`src/rtl/alu_exec_ctrl.sv`:
```
// alu_exec_ctrl -- multi-cycle execution sequencer for the 16-bit ALU datapath.
//
// Runs each instruction through FETCH, EXEC1 and, depending on the opcode,
// MULW/EXEC2 (multiplier) or MEM (load/store).
//
// It generates the following controls as Mealy decodes of state, opcode and
// the inputs:
//   - ALU enable and exec2 strobe
//   - register-file and carry write enables
//   - PC increment/load
//   - memory request/write
//
// Parameters:
//   MUL_TIMEOUT    maximum MULW cycles before a fault is raised (1..255);
//                  used only with the watchdog compiled in.
//
// Configuration macro:
//   ALU_EXEC_MUL_WATCHDOG_EN  builds the MULW watchdog counter and the
//                             sticky fault flag. Without it, MULW waits
//                             indefinitely and fault is tied 0.
//
// Ports:
//   clk, rst_n      clock, synchronous active-low reset
//   run             start execution from HALT
//   mem_ready       memory completes the current fetch/load/store
//   opcode[5:0]     instruction register opcode field
//   jump            ALU jump condition
//   mul_done        multiplier result valid
//   ir_load         latch fetched instruction
//   mem_req         memory access request
//   mem_we          memory write (store)
//   alu_enable_n    ALU enable, active low
//   exec2           ALU takes multiplier result
//   mul_start       one-cycle multiplier launch
//   reg_we          register-file write of Rd
//   mem_to_reg      write-back source is memory data
//   carry_we        update carry flip-flop
//   pc_inc          PC += 1
//   pc_load         PC = ALU result
//   halted          controller in HALT
//   fault           sticky multiplier-timeout flag
//   state[2:0]      HALT=0, FETCH=1, EXEC1=2, MULW=3, EXEC2=4, MEM=5
module alu_exec_ctrl #(
  parameter int unsigned MUL_TIMEOUT = 31
) (
  input  logic       clk,
  input  logic       rst_n,
  input  logic       run,
  input  logic       mem_ready,
  input  logic [5:0] opcode,
  input  logic       jump,
  input  logic       mul_done,
  output logic       ir_load,
  output logic       mem_req,
  output logic       mem_we,
  output logic       alu_enable_n,
  output logic       exec2,
  output logic       mul_start,
  output logic       reg_we,
  output logic       mem_to_reg,
  output logic       carry_we,
  output logic       pc_inc,
  output logic       pc_load,
  output logic       halted,
  output logic       fault,
  output logic [2:0] state
);

  typedef enum logic [2:0] {
    S_HALT  = 3'd0,
    S_FETCH = 3'd1,
    S_EXEC1 = 3'd2,
    S_MULW  = 3'd3,
    S_EXEC2 = 3'd4,
    S_MEM   = 3'd5
  } state_e;

  state_e state_q, state_d;
  logic   fault_q;
  logic   wd_expire;

  // Opcode classes
  logic op_stp, op_jmp, op_ldr, op_str, op_mul, op_log, op_ari;

  always_comb begin
    op_stp = (opcode == 6'b111111);
    op_jmp = (opcode == 6'b000000) || (opcode inside {[6'b000100:6'b001011]});
    op_ldr = (opcode == 6'b000001);
    op_str = (opcode == 6'b000010);
    op_mul = opcode inside {[6'b011100:6'b011110]};
    op_log = (opcode inside {[6'b001100:6'b010011]}) || (opcode == 6'b011111);
    op_ari = opcode inside {[6'b010100:6'b010110], [6'b011000:6'b011010],
                            [6'b100000:6'b100010], [6'b100100:6'b100101]};
  end

  always_ff @(posedge clk) begin
    if (!rst_n) begin
      state_q <= S_HALT;
    end else begin
      state_q <= state_d;
    end
  end

  always_comb begin
    state_d      = state_q;
    ir_load      = 1'b0;
    mem_req      = 1'b0;
    mem_we       = 1'b0;
    alu_enable_n = 1'b1;
    exec2        = 1'b0;
    mul_start    = 1'b0;
    reg_we       = 1'b0;
    mem_to_reg   = 1'b0;
    carry_we     = 1'b0;
    pc_inc       = 1'b0;
    pc_load      = 1'b0;
    halted       = 1'b0;

    unique case (state_q)
      S_HALT: begin
        halted = 1'b1;
        if (run && !fault_q) state_d = S_FETCH;
      end

      S_FETCH: begin
        mem_req = 1'b1;
        if (mem_ready) begin
          ir_load = 1'b1;
          state_d = S_EXEC1;
        end
      end

      S_EXEC1: begin
        alu_enable_n = 1'b0;
        state_d      = S_FETCH;
        if (op_stp) begin
          state_d = S_HALT;
        end else if (op_jmp) begin
          pc_load = jump;
          pc_inc  = !jump;
        end else if (op_ldr || op_str) begin
          alu_enable_n = 1'b1;
          state_d      = S_MEM;
        end else if (op_mul) begin
          mul_start = 1'b1;
          state_d   = S_MULW;
        end else if (op_log) begin
          reg_we = 1'b1;
          pc_inc = 1'b1;
        end else if (op_ari) begin
          reg_we   = 1'b1;
          carry_we = 1'b1;
          pc_inc   = 1'b1;
        end else begin
          pc_inc = 1'b1;
        end
      end

      S_MULW: begin
        alu_enable_n = 1'b0;
        // A result arriving on the timeout cycle still completes normally.
        if (mul_done) begin
          state_d = S_EXEC2;
        end else if (wd_expire) begin
          state_d = S_HALT;
        end
      end

      S_EXEC2: begin
        alu_enable_n = 1'b0;
        exec2        = 1'b1;
        reg_we       = 1'b1;
        pc_inc       = 1'b1;
        state_d      = S_FETCH;
      end

      S_MEM: begin
        mem_req = 1'b1;
        mem_we  = op_str;
        if (mem_ready) begin
          pc_inc     = 1'b1;
          reg_we     = op_ldr;
          mem_to_reg = op_ldr;
          state_d    = S_FETCH;
        end
      end

      default: begin
        state_d = S_HALT;
      end
    endcase
  end

`ifdef ALU_EXEC_MUL_WATCHDOG_EN
  logic [7:0] wd_cnt_q, wd_cnt_d;
  logic       fault_d;

  assign wd_expire = ((wd_cnt_q + 8'd1) == 8'(MUL_TIMEOUT));

  always_comb begin
    wd_cnt_d = wd_cnt_q;
    if (state_q == S_EXEC1 && state_d == S_MULW) begin
      wd_cnt_d = '0;
    end else if (state_q == S_MULW && !mul_done) begin
      wd_cnt_d = wd_cnt_q + 8'd1;
    end
    fault_d = fault_q || (state_q == S_MULW && !mul_done && wd_expire);
  end

  always_ff @(posedge clk) begin
    if (!rst_n) begin
      wd_cnt_q <= '0;
      fault_q  <= 1'b0;
    end else begin
      wd_cnt_q <= wd_cnt_d;
      fault_q  <= fault_d;
    end
  end
`else
  // Timeout value is meaningless without the watchdog; keep it referenced.
  logic unused_timeout;
  assign unused_timeout = ^8'(MUL_TIMEOUT);
  assign wd_expire      = 1'b0;
  assign fault_q        = 1'b0;
`endif

  assign fault = fault_q;
  assign state = state_q;

endmodule

```
`config.mk`:
```
export PLATFORM = sky130hd
export DESIGN_NAME = alu_exec_ctrl
export DESIGN_NICKNAME = d
export VERILOG_FILES = /design/src/rtl/alu_exec_ctrl.sv
export SDC_FILE = /design/constraint.sdc
export NUM_CORES = 1
export LEC_CHECK = 0
export ABC_AREA = 1
export CAP_MARGIN = 20
export CORE_AREA = 2 2 39 41
export CTS_CLUSTER_DIAMETER = 80
export CTS_CLUSTER_SIZE = 14
export DETAILED_ROUTE_END_ITERATION = 16
export DIE_AREA = 0 0 41 43
export PLACE_DENSITY = 0.85
export SYNTH_ARGS = -nofsm -noshare
export SYNTH_HDL_FRONTEND = slang
export SYNTH_SLANG_ARGS = --single-unit
```
`constraint.sdc`:
```
create_clock -name clk -period 2.2 [get_ports clk]
set_clock_uncertainty 0.2 [all_clocks]
set_input_delay 0.22 -clock clk [delete_from_list [all_inputs] [get_ports clk]]
set_output_delay 0.22 -clock clk [all_outputs]
set_load 0.05 [all_outputs]
```
# Word level (Yosys, flattened, before mapping)
# Index checks and enable logic that the tools add are counted.
op_classes:
  shifts: 0
  n_eq_ne: 13
  reduce_logical: 17
  mul: 0
  n_lt_le_gt_ge: 14
  n_addsub: 0
  n_mux: 47
  div_mod_pow: 0
  bitwise_logic: 0
op_table:
  columns: ["cell", "n"]
  rows:
  - ["$mux 1", 35]
  - ["$le 6x5->1 const B", 4]
  - ["$mux 3", 7]
  - ["$ge 6x5->1 const B", 3]
  - ["$pmux 3 s6", 1]
  - ["$ge 6x6->1 const B", 2]
  - ["$le 6x6->1 const B", 2]
  - ["$ne 2x2->1 const B", 4]
  - ["$logic_and 1x1->1", 7]
  - ["$eq 3x2->1 const B", 2]
  - ["$eq 3x3->1 const B", 2]
  - ["$eq 6x1->1 const B", 1]
  - ["$eq 6x2->1 const B", 1]
  - ["$eq 6x5->1 const B", 1]
  - ["$eq 6x6->1 const B", 1]
  - ["$ge 6x3->1 const B", 1]
  - ["$ge 6x4->1 const B", 1]
  - ["$le 6x4->1 const B", 1]
  - ["$logic_not 6->1", 1]
  - ["$pmux 1 s3", 2]
  - ["$reduce_and 4->1", 1]
  - ["$reduce_bool 4->1", 1]
  - ["$reduce_or 2->1", 2]
  - ["$eq 3x1->1 const B", 1]
  - ["other kinds (5)", 7]
word_totals:
  ram_bits: 0
  mem_bits_ro: 0
  latch_bits: 0
  memories: 0
  in_bits: 12
  output_inout_bits: 16
  word_cells: 92
  regBits: 3

# Longest topological paths before layout
logic_depth:
  word_depth: 10
  ltp_mapped: 8
  mapped_depth_nobuf: 8

# Least setup slack after synthesis
# No wires, ideal clock.
synth_path:
  kind: "flip-flop to output port"
  start: "register state_q[0] (netlist: state[0])"
  end: "output mem_to_reg"
  path_buffers: 0
  path_stages_with_launch: 5
  required_time_ns: 1.780
  arrival_time_ns: 2.388
  setup_slack_ns: -0.608
  path_cell_list: "dfxtp_1 -> inv_2 -> nor2_4 -> nand2_2 -> nor3_1"
synth_between:
  elab_chain_cells: 2
synth_lines:
  columns: ["element", "line_no", "rtl"]
  rows:
  - ["start, declared", "78", "state_e state_q, state_d;"]
  - ["start signal, assigned", "100", "state_q <= state_d;"]
  - ["$eq 3x3->1", "119", "unique case (state_q)"]
  - ["$mux 1", "119", null]
  - ["end, declared", "60", "output logic mem_to_reg,"]
# Every way passes these cells.

# Worst setup path after layout
layout_path:
  start: "register state_q[0] (netlist: state[0])"
  end: "output mem_req"
layout_between:
  elab_chain_cells: 3
  word_cells_on_any_way: 4
  cone_classes: "eq/ne: 2; mux: 1; reduce/logical: 1"
layout_lines:
  columns: ["element", "line_no", "rtl"]
  rows:
  - ["$eq 3x3->1 or $eq 3x1->1 (tied branches)", "119", null]
  - ["$reduce_or 2->1 (no source line) *", null, null]
  - ["$mux 1 *", "119", null]
  - ["end, declared", "54", "output logic mem_req,"]
# Every way passes the cells marked *; elsewhere a longest branch is shown, timed or not.

==> results.py <==
metrics = {
    "setup_path": {
        "cp.required_ns": 1.78,
        "endpoint_kind": "output pin",
        "critPathKind": "flop to output pin",
        "worst_setup_path_start_kind": "flop",
        "ff2ff_path_depth": 8,
        "arrival_ns": 1.64,
        "critPathMaxFanout": 6,
    },
    "sta": {
        "tns_ns": 0,
        "slew_headroom": 0.661,
        "finalSetupViolCount": 0,
        "finalCriticalPeriod_ns": 2.06,
        "max_freq_ghz": 0.485,
        "hold_violations": 0,
        "fin_hold_ws_ns": 0.346,
        "rsz0062_at_grt": "false",
        "final_max_slew_viol_count": 0,
        "tightest_slew_ns": 0.506,
        "min_period_over_period": 0.937,
    },
    "detailed_routing": {
        "via_per_inst": 4.77,
        "first_iter_violations": 6,
        "totalWireLength_mm": 1.31,
        "drc": 0,
        "wire_per_inst_um": 9.72,
        "via_count": 644,
        "first_pass_iters": 4,
        "antenna_left": 0,
    },
    "min_path": {
        "hp-class": "flop to flop",
        "hold_path_depth": 2,
    },
    "pwr": {
        "power.switching_mw": 0.271,
        "peakVddDrop_uv": 623,
        "seqPwrFrac": 0.149,
        "power.density_mw_per_mm2": 609,
        "p_leak_nw": 0.391,
        "p_int_mw": 0.264,
        "combPwrFrac": 0.668,
        "swShare": 0.507,
        "finalPower_mw": 0.536,
        "p_clk_frac": 0.184,
    },
    "yosys": {
        "syn_inst": 90,
        "ys_types": 19,
        "synth_seq_cells": 3,
        "ys_seq_area_frac": 0.127,
        "ys_warn_count": 0,
        "syn_area_um2": 474,
        "synth.avg_cell_area_um2": 5.27,
        "synth_nets": 102,
    },
    "floorplanning": {
        "die-width_um": 41,
        "die_h_um": 43,
        "ios": 28,
        "die_area_mm2": 0.00176,
        "core_area_mm2": 0.00138,
        "start_util": 0.343,
        "rows": 14,
    },
    "clock_tree": {
        "h-tree-depth": 1,
        "post-cts-setup-buffer-count": 0,
        "holdBufCountCts": 0,
        "clock_latency_ns": 0.24,
        "cts_root_buf": "clkbuf_4",
        "cts_buffer_depth": 2,
        "post_cts_resize_count": 0,
        "path_clk_slew_ns": 0.04,
        "cts_tree": "done",
        "cts_made_buffers": 3,
        "cts.sinks": 3,
    },
    "global_route": {
        "antenna_found_initial": 0,
        "grt_max_degree": 7,
        "grt_use_total": 0.189,
        "grt_overflow": 0,
        "grt_pass1_wl_mm": 2.35,
        "grt_pass1_vias": 613,
    },
    "finish": {
        "largest_reg_flops": 3,
        "n_antenna_cell": 0,
        "nFillCells": 123,
        "num-nets-final": 132,
        "layout_common_cells": "18 x nand2_1, 15 x clkdlybuf4s50_1, 14 x nor2_1",
        "drive_gt1_frac": 0.303,
        "area_growth_pct": 85.5,
        "final_common_cell": "nand2_1",
    },
    "placed_design": {
        "hpwlAfterDp_mm": 1.16,
        "place.gp.congestion": 0.836,
        "io_buffers": 26,
    },
    "flow_run": {
        "max-cap-violations": 0,
    },
    "outcome": {
        "status": "completed",
    },
}
-- area by class of cell --
class	instances	area, um2	area share
Sequential cell	3	61.3	0.0697
Clock buffer	4	26.3	0.0299
Multi-Input combinational cell	71	370	0.421
Timing Repair Buffer	26	345	0.393
Inverter	15	56.3	0.0640
Tap cell	16	20.0	0.0228
-- power groups by stage --
stage	Combinational, mW	Clock, mW	Sequential [mW]
floorplan	0.201	0	0.108
global placement	0.353	0	0.0806
detailed placement	0.359	0	0.0808
CTS	0.359	0.102	0.0800
global route	0.380	0.108	0.0820
finish	0.358	0.0983	0.0796
-- worst max-delay path, cell delays in order (launching register included) --
cell	delay (ns)
dfxtp_2	0.39
inv_2	0.06
nor2_4	0.13
clkdlybuf4s50_1	0.83
-- logic make-up (layout without fill, tap and decap cells) --
family,count (synthesis),count (layout),share of synthesized area
compound gates,13,13,0.145
buf+inv,16,45,0.135
flops,3,3,0.127
other cells,1,1,0.00791
simple gates,57,57,0.586
-- synthesized netlist by cell type --
cell	number	share of area
a21oi_1	5	0.053
buf_4	1	0.016
clkinv_1	1	0.0079
conb_1	1	0.0079
dfxtp_1	3	0.13
inv_1	10	0.079
inv_2	4	0.032
nand2_1	18	0.14
nand2_2	6	0.079
nand3_1	9	0.095
nand3b_1	1	0.016
nor2_1	15	0.12
nor2_2	3	0.040
nor2_4	3	0.071
nor3_1	1	0.011
o21ai_0	5	0.053
o21ai_1	2	0.021
o21ai_2	1	0.018
or2_1	1	0.013
-- path summary, 6_finish.rpt --
check	start	slack, ns	end
max reg2reg	state[2]	0.84	state[0]
min	state[0]	0.35	state[0]
min reg2reg	state[0]	0.35	state[0]
max	state[0]	0.14	mem_req
-- routing by layer --
metal  vias up  global-route usage  routed length, um
li1        341                   -                  -
met1       280               0.224                553
met2        21               0.316                686
met3         2              0.0366                 53
met4         0              0.0667                 19
met5         -                   0                  0
-- stage by stage --
| stage | instance area [um2] | worst slack (ns) | std cells | util |
|---|---|---|---|---|
| 6_report | 880 | 0.138 | 135 | 0.636 |
| 5_1_grt | 880 | 0.0303 | 135 | 0.636 |
| 4_1_cts | 880 | 0.128 | 135 | 0.636 |
| 3_5_place_dp | 853 | 0.203 | 131 | 0.617 |
| 3_3_place_gp | 853 | 0.230 | 131 | 0.617 |
| 2_1_floorplan | 495 | 0.0260 | 90 | - |
Power figures use the tool's default switching activity.
